`config.mk`:
```
export PLATFORM = sky130hd
export DESIGN_NAME = pipe_stage_buf
export DESIGN_NICKNAME = d
export VERILOG_FILES = /design/src/rtl/pipe_pkg.sv /design/src/rtl/pipe_entry_reg.sv /design/src/rtl/pipe_stage_buf.sv
export SDC_FILE = /design/constraint.sdc
export NUM_CORES = 1
export LEC_CHECK = 0
export BUFFER_PORTS_ARGS = -buffer_cell sky130_fd_sc_hd__buf_2
export CORE_MARGIN = 10
export CORE_UTILIZATION = 47
export CTS_CLUSTER_DIAMETER = 40
export DETAILED_ROUTE_END_ITERATION = 12
export PLACE_DENSITY = 0.76
export SETUP_SLACK_MARGIN = 0.02
export SYNTH_ARGS = -nofsm -noshare
export SYNTH_HDL_FRONTEND = slang
export SYNTH_SLANG_ARGS = --single-unit
```
`constraint.sdc`:
```
create_clock -name clk -period 7.95 [get_ports clk]
set_input_delay 1.9875 -clock clk [delete_from_list [all_inputs] [get_ports clk]]
set_output_delay 1.9875 -clock clk [all_outputs]
set_load 0.1 [all_outputs]
```
`src/rtl/pipe_pkg.sv`:
```
// Shared definitions for pipeline-stage buffers.
//   pipe_buf_state_e : occupancy of a skid-buffered stage, encoded as {skid_v, main_v}.
//   EXM_*            : field layout of the standard EX/M payload (data and ctrl vectors).
//   state_legal()    : true unless the skid entry is occupied while main is empty.
package pipe_pkg;

   typedef enum logic [1:0] {
      EMPTY = 2'b00,
      FULL  = 2'b01,
      SKIDF = 2'b11
   } pipe_buf_state_e;

   // EX/M data vector: four 32-bit fields.
   localparam int unsigned EXM_DATA_W    = 128;
   localparam int unsigned EXM_PC_LSB    = 0;
   localparam int unsigned EXM_PC_W      = 32;
   localparam int unsigned EXM_IMM_LSB   = 32;
   localparam int unsigned EXM_IMM_W     = 32;
   localparam int unsigned EXM_RS2_LSB   = 64;
   localparam int unsigned EXM_RS2_W     = 32;
   localparam int unsigned EXM_INSTR_LSB = 96;
   localparam int unsigned EXM_INSTR_W   = 32;
   // rd is not stored separately; it is the instr[11:7] field.
   localparam int unsigned EXM_RD_LSB    = EXM_INSTR_LSB + 7;
   localparam int unsigned EXM_RD_W      = 5;

   // EX/M ctrl vector.
   localparam int unsigned EXM_CTRL_W        = 4;
   localparam int unsigned EXM_RD_WEN_BIT    = 0;
   localparam int unsigned EXM_MEMWRITE_BIT  = 1;
   localparam int unsigned EXM_PMAITOREG_LSB = 2;
   localparam int unsigned EXM_PMAITOREG_W   = 2;

   function automatic logic state_legal(input logic skid_v, input logic main_v);
      return !(skid_v && !main_v);
   endfunction

endpackage

```
`src/rtl/pipe_entry_reg.sv`:
```
// One buffer entry: payload data plus reset-critical ctrl bits and a valid flag.
//   clk, rst_n     : clock, synchronous active-low reset (clears valid and ctrl)
//   load           : capture in_data/in_ctrl and mark the entry valid
//   clear          : vacate the entry (valid and ctrl to zero); wins over load
//   in_data/in_ctrl: value to capture
//   valid          : entry occupied
//   data           : held payload (not reset; meaningless while valid=0)
//   ctrl           : held ctrl bits, forced to zero while valid=0
module pipe_entry_reg
   import pipe_pkg::*;
#(
   parameter int unsigned DATA_W = 128,
   parameter int unsigned CTRL_W = 4
) (
   input  logic              clk,
   input  logic              rst_n,
   input  logic              load,
   input  logic              clear,
   input  logic [DATA_W-1:0] in_data,
   input  logic [CTRL_W-1:0] in_ctrl,
   output logic              valid,
   output logic [DATA_W-1:0] data,
   output logic [CTRL_W-1:0] ctrl
);

   logic              valid_q;
   logic [DATA_W-1:0] data_q;
   logic [CTRL_W-1:0] ctrl_q;

   always_ff @(posedge clk) begin
      if (!rst_n || clear) begin
         valid_q <= 1'b0;
         ctrl_q  <= '0;
      end else if (load) begin
         valid_q <= 1'b1;
         ctrl_q  <= in_ctrl;
      end
   end

   // Payload deliberately has no reset.
   always_ff @(posedge clk) begin
      if (load) begin
         data_q <= in_data;
      end
   end

   assign valid = valid_q;
   assign data  = data_q;
   assign ctrl  = ctrl_q & {CTRL_W{valid_q}};

endmodule

```
`src/rtl/pipe_stage_buf.sv`:
```
// Pipeline-stage register with valid/ready handshake, flush and optional 2-entry skid buffer.
//   clk, rst_n              : clock, synchronous active-low reset
//   in_valid/in_ready       : upstream handshake (in_ready registered when SKID=1)
//   in_data/in_ctrl         : upstream payload and reset-critical control bits
//   flush                   : discard every held entry and any same-cycle input
//   out_valid/out_ready     : downstream handshake
//   out_data/out_ctrl       : head entry (out_ctrl is zero while out_valid=0)
//   stall_cnt/stall_clr     : saturating count of upstream stall cycles, synchronous clear
module pipe_stage_buf
   import pipe_pkg::*;
#(
   parameter int unsigned DATA_W = 128,
   parameter int unsigned CTRL_W = 4,
   parameter int unsigned SKID   = 1,
   parameter int unsigned CNT_W  = 16
) (
   input  logic              clk,
   input  logic              rst_n,
   input  logic              in_valid,
   output logic              in_ready,
   input  logic [DATA_W-1:0] in_data,
   input  logic [CTRL_W-1:0] in_ctrl,
   input  logic              flush,
   output logic              out_valid,
   input  logic              out_ready,
   output logic [DATA_W-1:0] out_data,
   output logic [CTRL_W-1:0] out_ctrl,
   output logic [CNT_W-1:0]  stall_cnt,
   input  logic              stall_clr
);

   logic              accept;
   logic              main_load;
   logic              main_clr;
   logic              main_src_skid;
   logic              main_v;
   logic [DATA_W-1:0] main_data;
   logic [CTRL_W-1:0] main_ctrl;
   logic              skid_v;
   logic [DATA_W-1:0] skid_data;
   logic [CTRL_W-1:0] skid_ctrl;
   logic [CNT_W-1:0]  stall_cnt_q;

   // A flushed input is dropped even when in_ready=1.
   assign accept = in_valid && in_ready && !flush;

   pipe_entry_reg #(
      .DATA_W (DATA_W),
      .CTRL_W (CTRL_W)
   ) u_main (
      .clk     (clk),
      .rst_n   (rst_n),
      .load    (main_load),
      .clear   (main_clr),
      .in_data (main_src_skid ? skid_data : in_data),
      .in_ctrl (main_src_skid ? skid_ctrl : in_ctrl),
      .valid   (main_v),
      .data    (main_data),
      .ctrl    (main_ctrl)
   );

   if (SKID != 0) begin : g_skid
      pipe_buf_state_e state;
      logic            skid_load;
      logic            skid_clr;

      assign state    = pipe_buf_state_e'({skid_v, main_v});
      // Registered ready: depends only on skid occupancy, never on out_ready.
      assign in_ready = !skid_v;

      always_comb begin
         main_load     = 1'b0;
         main_clr      = 1'b0;
         main_src_skid = 1'b0;
         skid_load     = 1'b0;
         skid_clr      = 1'b0;
         if (flush) begin
            main_clr = 1'b1;
            skid_clr = 1'b1;
         end else begin
            unique case (state)
               EMPTY: main_load = accept;
               FULL: begin
                  if (accept && out_ready) begin
                     main_load = 1'b1;
                  end else if (accept) begin
                     skid_load = 1'b1;
                  end else if (out_ready) begin
                     main_clr = 1'b1;
                  end
               end
               SKIDF: begin
                  if (out_ready) begin
                     main_load     = 1'b1;
                     main_src_skid = 1'b1;
                     skid_clr      = 1'b1;
                  end
               end
               default: ;
            endcase
         end
      end

      pipe_entry_reg #(
         .DATA_W (DATA_W),
         .CTRL_W (CTRL_W)
      ) u_skid (
         .clk     (clk),
         .rst_n   (rst_n),
         .load    (skid_load),
         .clear   (skid_clr),
         .in_data (in_data),
         .in_ctrl (in_ctrl),
         .valid   (skid_v),
         .data    (skid_data),
         .ctrl    (skid_ctrl)
      );
   end else begin : g_flat
      assign skid_v    = 1'b0;
      assign skid_data = '0;
      assign skid_ctrl = '0;
      assign in_ready  = !main_v || out_ready;

      always_comb begin
         main_src_skid = 1'b0;
         main_load     = accept;
         main_clr      = flush || (!accept && out_ready);
      end
   end

   assign out_valid = main_v;
   assign out_data  = main_data;
   assign out_ctrl  = main_ctrl & {CTRL_W{main_v}};

   // Clear wins over increment; increment stops at all-ones.
   always_ff @(posedge clk) begin
      if (!rst_n || stall_clr) begin
         stall_cnt_q <= '0;
      end else if (in_valid && !in_ready && !flush && (stall_cnt_q != '1)) begin
         stall_cnt_q <= stall_cnt_q + 1'b1;
      end
   end

   assign stall_cnt = stall_cnt_q;

   a_state_legal: assert property (@(posedge clk) disable iff (!rst_n)
                                   state_legal(skid_v, main_v));

endmodule

```
==> After elaboration in Yosys (flattened, before gate mapping) <==
Index checks and enable logic that the tools add are counted.
{ "totals": {"reg_bits": 282, "latchBits": 0, "ramBits": 0, "romBits": 0, "inputBits": 138, "output_inout_bits": 150, "word_cells": 44, "n_memories": 0} }
{ "op_classes": {"add_sub_neg": 1, "mul": 0, "n_div": 0, "order_cmp": 0, "eq_ne": 3, "shift": 0, "muxes": 17, "bitwise": 3, "reduce_logical": 13} }
{ "op_table": {"columns": ["operator", "n"], "rows": [
  ["2-to-1 mux 128 bit", 1],
  ["adder 16 x 1 -> 16 bit, second input constant", 1],
  ["!= test 16 bit, second input constant", 1],
  ["2-to-1 mux 1 bit", 14],
  ["bitwise AND 4 bit", 3],
  ["logical AND 1 bit", 6],
  ["2-to-1 mux 4 bit", 1],
  ["zero test 1 bit", 3],
  ["logical OR 1 bit", 3],
  ["one-hot mux 1 bit (3 select lines)", 1],
  ["equality test 2 x 1 -> 1 bit, second input constant", 1],
  ["equality test 2 bit, second input constant", 1],
  ["zero test 2 bit", 1]
]} }

==> Logic depth before layout (Yosys ltp) <==
Gate-level depths: netlist of the first run.
{ "logic_depth": {"ltp_word": 8, "depth_mapped": 7} }

==> Cells and area by module <==
Synthesis of the first run repeated with hierarchy kept, for this count alone.
{ "hier_totals": {"cells_unflattened": 559, "area_unflattened_um2": 10610.2} }
{ "by_module_without_submodules": {"columns": ["module", "n_inst", "cells_per_inst", "area_each_um2", "seq_area_each_um2"], "rows": [
  ["pipe_entry_reg", 2, 149, 4048.9, 3943.8],
  ["pipe_stage_buf", 1, 261, 2512.4, 320.3]
]} }

==> Worst setup path after synthesis of the first run <==
Ideal clock, no wire load.
{ "synth_timing": {"path_kind": "input-to-reg", "from": "input out_ready", "to": "register u_main.data_q[0], in the netlist u_main.data[0], enable pin", "setup_time_ns": 0.611, "t_arrival_ns": 7.422, "t_required_ns": 7.339, "path_slack_ns": -0.083, "path_stages": 2, "path_buffers": 0, "path_cell_list": "nand2_1 -> a211oi_2"} }
{ "synth_via": {"elab_chain_len": 4, "elab_cells_between_ends": 5, "classes_between": "mux (4); reduce/logical (1)"} }
{ "synth_rtl": {"columns": ["element", "line_no", "rtl"], "rows": [
  ["start, declared", "pipe_stage_buf.sv:25", "input logic out_ready,"],
  ["logical AND 1 bit", "pipe_stage_buf.sv:84", "if (accept && out_ready) begin"],
  ["2-to-1 mux 1 bit", "pipe_stage_buf.sv:84", null],
  ["one-hot mux 1 bit (3 select lines) (*)", "pipe_stage_buf.sv:81", "unique case (state)"],
  ["2-to-1 mux 1 bit (*)", "pipe_stage_buf.sv:77", "if (flush) begin"],
  ["net main_load", "pipe_stage_buf.sv:33", "logic main_load;"],
  ["end signal, assigned", "pipe_entry_reg.sv:43", "data_q <= in_data;"],
  ["end, declared", "pipe_entry_reg.sv:27", "logic [DATA_W-1:0] data_q;"]
]} }
The timed path passes the listed nets; every way through them passes the cells marked *.
A chain may end at the register's enable or synchronous reset.

==> Worst setup path after layout of the first run <==
{ "layout_timing": {"from": "input flush", "to": "register g_skid.u_skid.data_q[95], in the netlist g_skid.u_skid.data[95], enable pin"} }
{ "layout_via": {"elab_chain_len": 6, "elab_cells_between_ends": 7, "classes_between": "mux (4); reduce/logical (3)"} }
{ "layout_rtl": {"columns": ["element", "line_no", "rtl"], "rows": [
  ["start, declared", "pipe_stage_buf.sv:23", "input logic flush,"],
  ["zero test 1 bit", "pipe_stage_buf.sv:45", "assign accept = in_valid && in_ready && !flush;"],
  ["logical AND 1 bit", "pipe_stage_buf.sv:45", null],
  ["2-to-1 mux 1 bit or logical AND 1 bit (tied branches)", "pipe_stage_buf.sv:86, pipe_stage_buf.sv:84", null],
  ["2-to-1 mux 1 bit", "pipe_stage_buf.sv:84", null],
  ["2-to-1 mux 1 bit", "pipe_stage_buf.sv:81", null],
  ["2-to-1 mux 1 bit (*)", "pipe_stage_buf.sv:77", null],
  ["net g_skid.skid_load", "pipe_stage_buf.sv:64", "logic skid_load;"],
  ["end signal, assigned", "pipe_entry_reg.sv:43", null],
  ["end, declared", "pipe_entry_reg.sv:27", null]
]} }
Marked as above.

==> flow_summary.yaml, run 1 <==
run_status:
  status: "complete, no violations"
clock_tree:
  tritoncts: "built"
  cts_resized: 0
  htreeDepth: 2
  cts_setup_buffers: 0
  cts-root-buf: "clkbuf_16"
  holdBufCountCts: 0
  cts_sinks: 282
  clk_latency_ns: 0.51
  clock_path_buffers: 3
  clk_pin_slew_worst_paths_ns: 0.05
  cts_buffers: 38
timing:
  max-slew-margin-rel: 0.279
  final-setup-viol-count: 0
  rsz0062_at_grt: "no"
  period_minus_slack_ns: 4.29
  tns_ns: 0
  skew_ns: 0.0155
  worst_slew_pin_slew_ns: 1.08
  slew_violations: 0
  clock.fmax_ghz: 0.233
  finalWorstSetupSlack_ns: 3.66
  hold_violations: 0
  period_share: 0.539
worst_setup_path:
  cp.arrival_ns: 4.42
  cp_data_required_time_ns: 8.08
  critPathCaptureType: "register"
  path_class: "primary input to register"
  start_kind: "primary input"
  worstPathMaxFanout: 81
yosys:
  synth_async_sr_flop_share: 0
  synth_edf_count: 256
  synth_top_family_by_area: "multiplexers"
  yosysTopAreaCellShare: 0.733
  synth_adder_area_share: 0.00119
  ys.flop_type: "edfxtp_1"
  synthXorXnorAreaFrac: 0
  synth.distinct_cells: 42
  ys_ff_latch: 282
  synth_compound_gate_area_share: 0.0225
  synthSimpleGateAreaFrac: 0.0376
  synth_area_leaders: "edfxtp_1, mux2_2, dfxtp_1"
  syn_avg_cell_area_um2: 19.1
  synth_fp_nets: 688
  synth_top_cell_by_area: "edfxtp_1"
  netlist_instances: 549
  synth_warnings: 0
  muxShareOfSynthArea: 0.147
  synth_seq_area_share: 0.782
  syn_area_um2: 10500
power:
  p_clk_frac: 0.443
  max-vdd-ir-drop_mv: 0.182
  power.density_nw_per_um2: 267
  pwr-share-comb: 0.094
  leakagePower_nw: 5.12
  p_sw_mw: 0.893
  p_sw_frac: 0.248
  seqPwrFrac: 0.463
  p_int_mw: 2.71
detailed_routing:
  wire_per_inst_um: 20.2
  num_vias: 6018
  via_per_inst: 5.12
  ant_nets: 0
  drt_iter0_markers: 493
  routed_wl_um: 23700
  remaining_drc_errors: 0
  first_pass_iters: 5
min_path:
  min_path_type: "register to register"
grt:
  grt.overflow.total: 0
  grt_pass1_wl_um: 36500
  grt_pass1_vias: 6510
  grt_max_degree: 82
  antenna_found_initial: 3
  groute.usage.overall: 0.158
floorplanning:
  fp.dieH_um: 169
  dieArea_um2: 28700
  rows: 54
  initial_utilization: 0.479
  io_pins: 288
  die_w_um: 169
  core_area_um2: 21900
cells_and_area:
  syn_to_final_growth_pct: 28.6
  final_cell_mix: "buf_2, edfxtp_1, mux2_2, clkbuf_16, dfxtp_1"
  fin_nets: 1001
  design_area_um2: 13500
  final_common_cell: "buf_2"
  drive_gt1_frac: 0.518
  instances_no_fill: 1175
  utilization: 0.616
placement:
  dp_slack_ns: 3.18
  place_inst: 1102
  hpwl_um: 16400
  placed_cell_area_um2: 12200
  gp_congestion: 0.810
  port_buffers: 287
job:
  maxCapViolCount: 0
[cell usage after synthesis (all sizes together), types with 3 or more instances]
| library cell | number |
|---|---|
| a211oi | 5 |
| a21oi | 11 |
| and2 | 4 |
| buf | 13 |
| clkbuf | 7 |
| dfxtp | 26 |
| edfxtp | 256 |
| inv | 3 |
| mux2 | 128 |
| mux2i | 10 |
| nand2 | 11 |
| nand3 | 6 |
| nand3b | 3 |
| nand4 | 6 |
| nor2 | 14 |
| nor3 | 3 |
| o21ai | 4 |
| o31ai | 8 |
| o41ai | 3 |
| or3 | 3 |
| or4 | 7 |
[metrics by stage]
stage               power [mW]  hold WS (ns)
floorplan                 1.95         0.463
global placement          2.03         0.476
detailed placement        2.04         0.484
CTS                       3.65         0.495
global route              3.72         0.520
finish                    3.61         0.498
[worst max-delay path, stage by stage]
cell and delay (ns):
buf_2 0.14, nor3b_1 0.31, nand3b_1 0.36, inv_4 0.88
buf_4 0.65
[final timing paths]
kind | startpoint | cells after the start | end | slack (ns)
max | flush | 5 | g_skid.u_skid.data[95]$_DFFE_PP_ | 3.66
min | u_main.ctrl_q[2]$_SDFFE_PP0P_ | 2 | u_main.ctrl_q[2]$_SDFFE_PP0P_ | 0.50
max reg2reg | g_skid.u_skid.valid$_SDFFE_PP0P_ | 4 | g_skid.u_skid.data[95]$_DFFE_PP_ | 4.89
min reg2reg | u_main.ctrl_q[2]$_SDFFE_PP0P_ | 2 | u_main.ctrl_q[2]$_SDFFE_PP0P_ | 0.50
[layer usage]
layer  vias to the layer above  GRT usage  part of all wire
met1                      2917      0.190              0.40
met2                       236      0.262              0.50
met5                         -          0                 0
met3                        41     0.0514             0.079
li1                       2824          -                 -
met4                         0     0.0608             0.025
[cells by family after synthesis]
logic type               count (synthesis)
flip-flops                             282
AND/OR/NAND/NOR                         70
AO/OA/AOI/OAI                           35
adder cells (fa/ha/maj)                  1
buffers and inverters                   23
multiplexers                           138
[state kept, by name, indices dropped and copies added (netlist names)]
name                  flops
stall_cnt                16
u_main.data             128
u_main.valid              1
g_skid.u_skid.ctrl_q      4
g_skid.u_skid.valid       1
u_main.ctrl_q             4
g_skid.u_skid.data      128
[final cells by class]
cell class	instances	area (µm²)
Fill cell	1631	8410
Sequential cell	282	8210
Multi-Input combinational cell	244	2190
Timing Repair Buffer	293	1480
Clock buffer	47	1060
Tap cell	280	350
Clock inverter	23	171
Inverter	3	13.8
Antenna cell	3	7.51
[power by group through the flow]
| stage | combinational (mW) | clock, mW | sequential, mW |
|---|---|---|---|
| 3_3_place_gp | 0.335 | 0 | 1.70 |
| 5_1_grt | 0.353 | 1.70 | 1.67 |
| 3_5_place_dp | 0.340 | 0 | 1.70 |
| 6_report | 0.339 | 1.60 | 1.67 |
| 4_1_cts | 0.342 | 1.64 | 1.67 |
| 2_1_floorplan | 0.0462 | 0 | 1.91 |
Power figures use the tool's default switching activity.
==> run 2, diff against run 1 <==
Settings changed: CORE_UTILIZATION 47 to 52, PLACE_DENSITY 0.76 to 0.79.
Clock period 7.95 ns to 4.5 ns, I/O delays scaled along.
==> run 2 against run 1 <==
Non-clock buffer count shrank 1; hold slack gained 0.0046 ns; clock skew shrank 0.0031 ns; first-iteration DRC count shrank 30%.
==> flow_summary.yaml, run 2 (same netlist as run 1, synthesis figures left out) <==
run_status:
  status: "complete, no violations"
detailed_routing:
  dr_wl_met2_um: 11700
  via_per_inst: 5.29
  num_vias: 6082
  drt_iter0_markers: 344
  routed-wl-met3_um: 2260
  routed_wl_um: 24000
  remaining_drc_errors: 0
  routed.top_layer: "met4"
  ant_nets: 0
  m1WireLength_um: 9630
  first_pass_iters: 4
  wire_per_inst_um: 20.9
timing:
  max-slew-margin-rel: 0.379
  skew_ns: 0.0123
  clock.fmax_ghz: 0.376
  period_share: 0.592
  slew_violations: 0
  final-setup-viol-count: 0
  period_minus_slack_ns: 2.66
  finalWorstSetupSlack_ns: 1.84
  rsz0062_at_grt: "no"
  fin_worst_hold_slack_ns: 0.503
  hold_violations: 0
  worst_slew_pin_slew_ns: 0.931
grt:
  groute.usage.overall: 0.175
  grt.overflow.total: 0
  grt_max_degree: 137
  grt_pass1_wl_um: 36500
  antenna_found_initial: 2
  grt_pass1_vias: 6397
cells_and_area:
  instances_no_fill: 1150
  multi_input_area_um2: 2210
  final_cell_mix: "buf_2, edfxtp_1, mux2_2, clkbuf_16, dfxtp_1"
  ff_latch_area_um2: 8210
  design_area_um2: 13500
  drive_gt1_frac: 0.523
  final_common_cell: "buf_2"
  syn_to_final_growth_pct: 28.4
  fillers: 1354
  fin_nets: 997
clock_tree:
  clk_latency_ns: 0.49
  htreeDepth: 2
  cts_sinks: 282
  cts_resized: 0
  tritoncts: "built"
  cts_buffers: 35
  cts_setup_buffers: 0
  cts-root-buf: "clkbuf_16"
  clock_path_buffers: 3
  holdBufCountCts: 0
  clk_pin_slew_worst_paths_ns: 0.05
placement:
  place_inst: 1086
  hpwl_um: 16200
  dp_slack_ns: 1.43
  port_buffers: 287
  gp_congestion: 0.808
  placed_cell_area_um2: 12300
floorplanning:
  dieArea_um2: 26300
  core_area_um2: 19700
  rows: 51
  io_pins: 288
  initial_utilization: 0.534
  die_w_um: 162
  fp.dieH_um: 162
min_path:
  min_path_type: "register to register"
  min_to: "g_skid.u_skid.ctrl_q[3]$_SDFFE_PP0P_"
  whs_path_depth: 2
  min_from: "g_skid.u_skid.ctrl_q[3]$_SDFFE_PP0P_"
worst_setup_path:
  critPathCaptureType: "output pin"
  ff2ff_path_depth: 4
  path_class: "register to output pin"
  critical_path.slowest_cell: "dfxtp_2"
  slowest_delay_ns: 0.45
  reg2reg_from: "g_skid.u_skid.valid$_SDFFE_PP0P_"
  r2r_end: "g_skid.u_skid.data[35]$_DFFE_PP_"
  worstPathMaxFanout: 10
  start_kind: "register"
  rrSetupSlack_ns: 2.28
  crit_chain: "and2_1, buf_2"
  cp.arrival_ns: 1.54
  cp_data_required_time_ns: 3.38
power:
  max-vdd-ir-drop_mv: 0.296
  power_mw: 6.35
  leakagePower_nw: 5.10
  power.density_nw_per_um2: 472
job:
  maxCapViolCount: 0
run 2: cell types whose count changed in the layout (fill, tap and decap cells not counted), sizes merged:
cell,previous run,this run
buf,293,292
clkinv,14,6
clkinvlp,4,7
bufinv,1,4
diode,3,2
clkbuf,47,41
run 2: through the flow:
stage / TNS (ns) / utilization
detailed placement: 0 / 0.625
finish: 0 / 0.685
global route: 0 / 0.685
global placement: 0 / 0.625
CTS: 0 / 0.685
floorplan: -73.87 / -
run 2: metal layers:
metal / global-route usage / vias up
met5: 0 / -
met4: 0.0492 / 0
met3: 0.0627 / 32
met2: 0.286 / 265
met1: 0.216 / 2984
li1: - / 2801
run 2: worst max-delay path by stage:
stage / from / end / cells after the start
5_1_grt: u_main.valid$_SDFFE_PP0P_ / out_ctrl[0] / 2
3_3_place_gp: flush / g_skid.u_skid.data[27]$_DFFE_PP_ / 5
2_1_floorplan: out_ready / u_main.data[0]$_DFFE_PP_ / 2
6_report: u_main.valid$_SDFFE_PP0P_ / out_ctrl[3] / 2
3_5_place_dp: flush / g_skid.u_skid.data[21]$_DFFE_PP_ / 5
4_1_cts: u_main.valid$_SDFFE_PP0P_ / out_ctrl[3] / 2
run 2: critical path: cells and delay by family, from the launching register on:
| kind | cells | cell delay (ns) |
|---|---|---|
| AND/OR/NAND/NOR | 1 | 0.17 |
| buffers and inverters | 1 | 0.43 |
| flip-flops | 1 | 0.45 |
run 2: where the power goes:
part | leakage (nW) | switching, mW | internal (mW)
logic | 1.98 | 0.482 | 0.120
registers | 2.56 | 0.0183 | 2.93
clock network | 0.564 | 1.06 | 1.75
run 2: cell type report:
type | count | share of cell area
Multi-Input combinational cell | 244 | 0.164
Sequential cell | 282 | 0.610
Tap cell | 265 | 0.0246
Antenna cell | 2 | 0.000372
Clock buffer | 41 | 0.0699
Inverter | 3 | 0.00111
Clock inverter | 21 | 0.0181
Timing Repair Buffer | 292 | 0.112
==> run 3, diff against run 2 <==
Settings changed: CORE_UTILIZATION 52 to 47, PLACE_DENSITY 0.79 to 0.76.
Clock period 4.5 ns to 2.15 ns, I/O delays scaled along.
==> run 3 against run 2 <==
Critical path depth up 1; combinational power is 110% higher; sequential share of layout area decreased by 1.0 points.
==> flow_summary.yaml, run 3 (same netlist as run 1, synthesis figures left out) <==
cells_and_area:
  drive_gt1_frac: 0.551
  design_area_um2: 13800
  fillers: 1590
  final_cell_mix: "buf_2, edfxtp_1, mux2_2, clkbuf_16, mux2_1"
  syn_to_final_growth_pct: 31.2
  fin_nets: 1020
  instances_no_fill: 1187
  utilization: 0.629
  final_common_cell: "buf_2"
detailed_routing:
  routed_wl_um: 24300
  drt_iter0_markers: 481
  wire_per_inst_um: 20.5
  num_vias: 6186
  remaining_drc_errors: 0
  ant_nets: 0
  via_per_inst: 5.21
  first_pass_iters: 5
run_status:
  status: "complete, no violations"
floorplanning:
  io_pins: 288
  initial_utilization: 0.479
  core_area_um2: 21900
  fp.dieH_um: 169
  die_w_um: 169
  rows: 54
  dieArea_um2: 28700
worst_setup_path:
  path_class: "register to output pin"
  cp_data_required_time_ns: 1.61
  start_kind: "register"
  cp.arrival_ns: 1.51
  worstPathMaxFanout: 5
  critPathCaptureType: "output pin"
  critical_path.slowest_cell: "buf_2"
  slowest_delay_ns: 0.43
  crit_chain: "buf_4, inv_1, buf_2"
timing:
  period_share: 0.954
  clock.fmax_ghz: 0.488
  tns_ns: 0
  hold_violations: 0
  final-setup-viol-count: 0
  worst_slew_pin_slew_ns: 0.550
  fin_worst_hold_slack_ns: 0.230
  slew_violations: 0
  skew_ns: 0.0220
  rsz0062_at_grt: "no"
  finalWorstSetupSlack_ns: 0.0990
  period_minus_slack_ns: 2.05
  max-slew-margin-rel: 0.632
clock_tree:
  cts_resized: 0
  holdBufCountCts: 0
  clock_path_buffers: 3
  cts_buffers: 35
  clk_pin_slew_worst_paths_ns: 0.06
  tritoncts: "built"
  clk_latency_ns: 0.49
  cts_setup_buffers: 0
  cts-root-buf: "clkbuf_16"
  htreeDepth: 2
  cts_sinks: 282
grt:
  grt.overflow.total: 0
  grt_pass1_wl_um: 37000
  grt_max_degree: 80
  grt_pass1_vias: 6594
  antenna_found_initial: 3
  groute.usage.overall: 0.162
job:
  maxCapViolCount: 0
power:
  leakagePower_nw: 5.22
  max-vdd-ir-drop_mv: 0.523
  power.density_nw_per_um2: 954
  power_mw: 13.1
placement:
  placed_cell_area_um2: 12600
  dp_slack_ns: -0.0259
  gp_congestion: 0.778
  port_buffers: 287
  place_inst: 1124
  hpwl_um: 17400
min_path:
  min_path_type: "primary input to register"
-- run 3: cell count changes in the layout (fill, tap and decap cells not counted), sizes merged --
cell | previous run | this run
buf | 292 | 315
clkbuf | 41 | 40
clkinv | 6 | 5
clkinvlp | 7 | 8
diode | 2 | 3
inv | 7 | 6
-- run 3: final cells by class --
| class | instances | area, µm² | share of cell area |
|---|---|---|---|
| flip-flops and latches | 282 | 8250 | 0.599 |
| clock inverters | 20 | 246 | 0.0179 |
| repair buffers | 315 | 1780 | 0.130 |
| inverters | 3 | 15.0 | 0.00109 |
| clock buffers | 40 | 895 | 0.0650 |
| diodes | 3 | 7.51 | 0.000545 |
| well taps | 280 | 350 | 0.0254 |
| multi-input cells | 244 | 2220 | 0.161 |
-- run 3: worst paths after layout --
kind	start	to	slack (ns)	depth (start not counted)
max reg2reg	stall_cnt[0]$_SDFFE_PP0P_	stall_cnt[12]$_SDFFE_PP0P_	0.24	5
min	in_data[85]	g_skid.u_skid.data[85]$_DFFE_PP_	0.23	1
max	g_skid.u_skid.valid$_SDFFE_PP0P_	in_ready	0.1	3
min reg2reg	stall_cnt[4]$_SDFFE_PP0P_	stall_cnt[4]$_SDFFE_PP0P_	0.47	1
-- run 3: critical path: cells and delay by family (launching register included) --
kind	cells	cell delay, ns
buffers and inverters	3	0.68
flip-flops	1	0.35
-- run 3: power by group --
part / internal (mW) / switching (mW)
Combinational: 0.277 / 1.01
Clock: 3.51 / 2.19
Sequential: 6.12 / 0.0355
-- run 3: per-layer routing --
layer | share of wire | wire, µm | global-route usage | up-vias
li1 | - | - | - | 2863
met1 | 0.41 | 9980 | 0.199 | 3047
met2 | 0.50 | 12200 | 0.275 | 242
met3 | 0.066 | 1600 | 0.0412 | 34
met4 | 0.022 | 534 | 0.0552 | 0
met5 | 0 | 0 | 0 | -
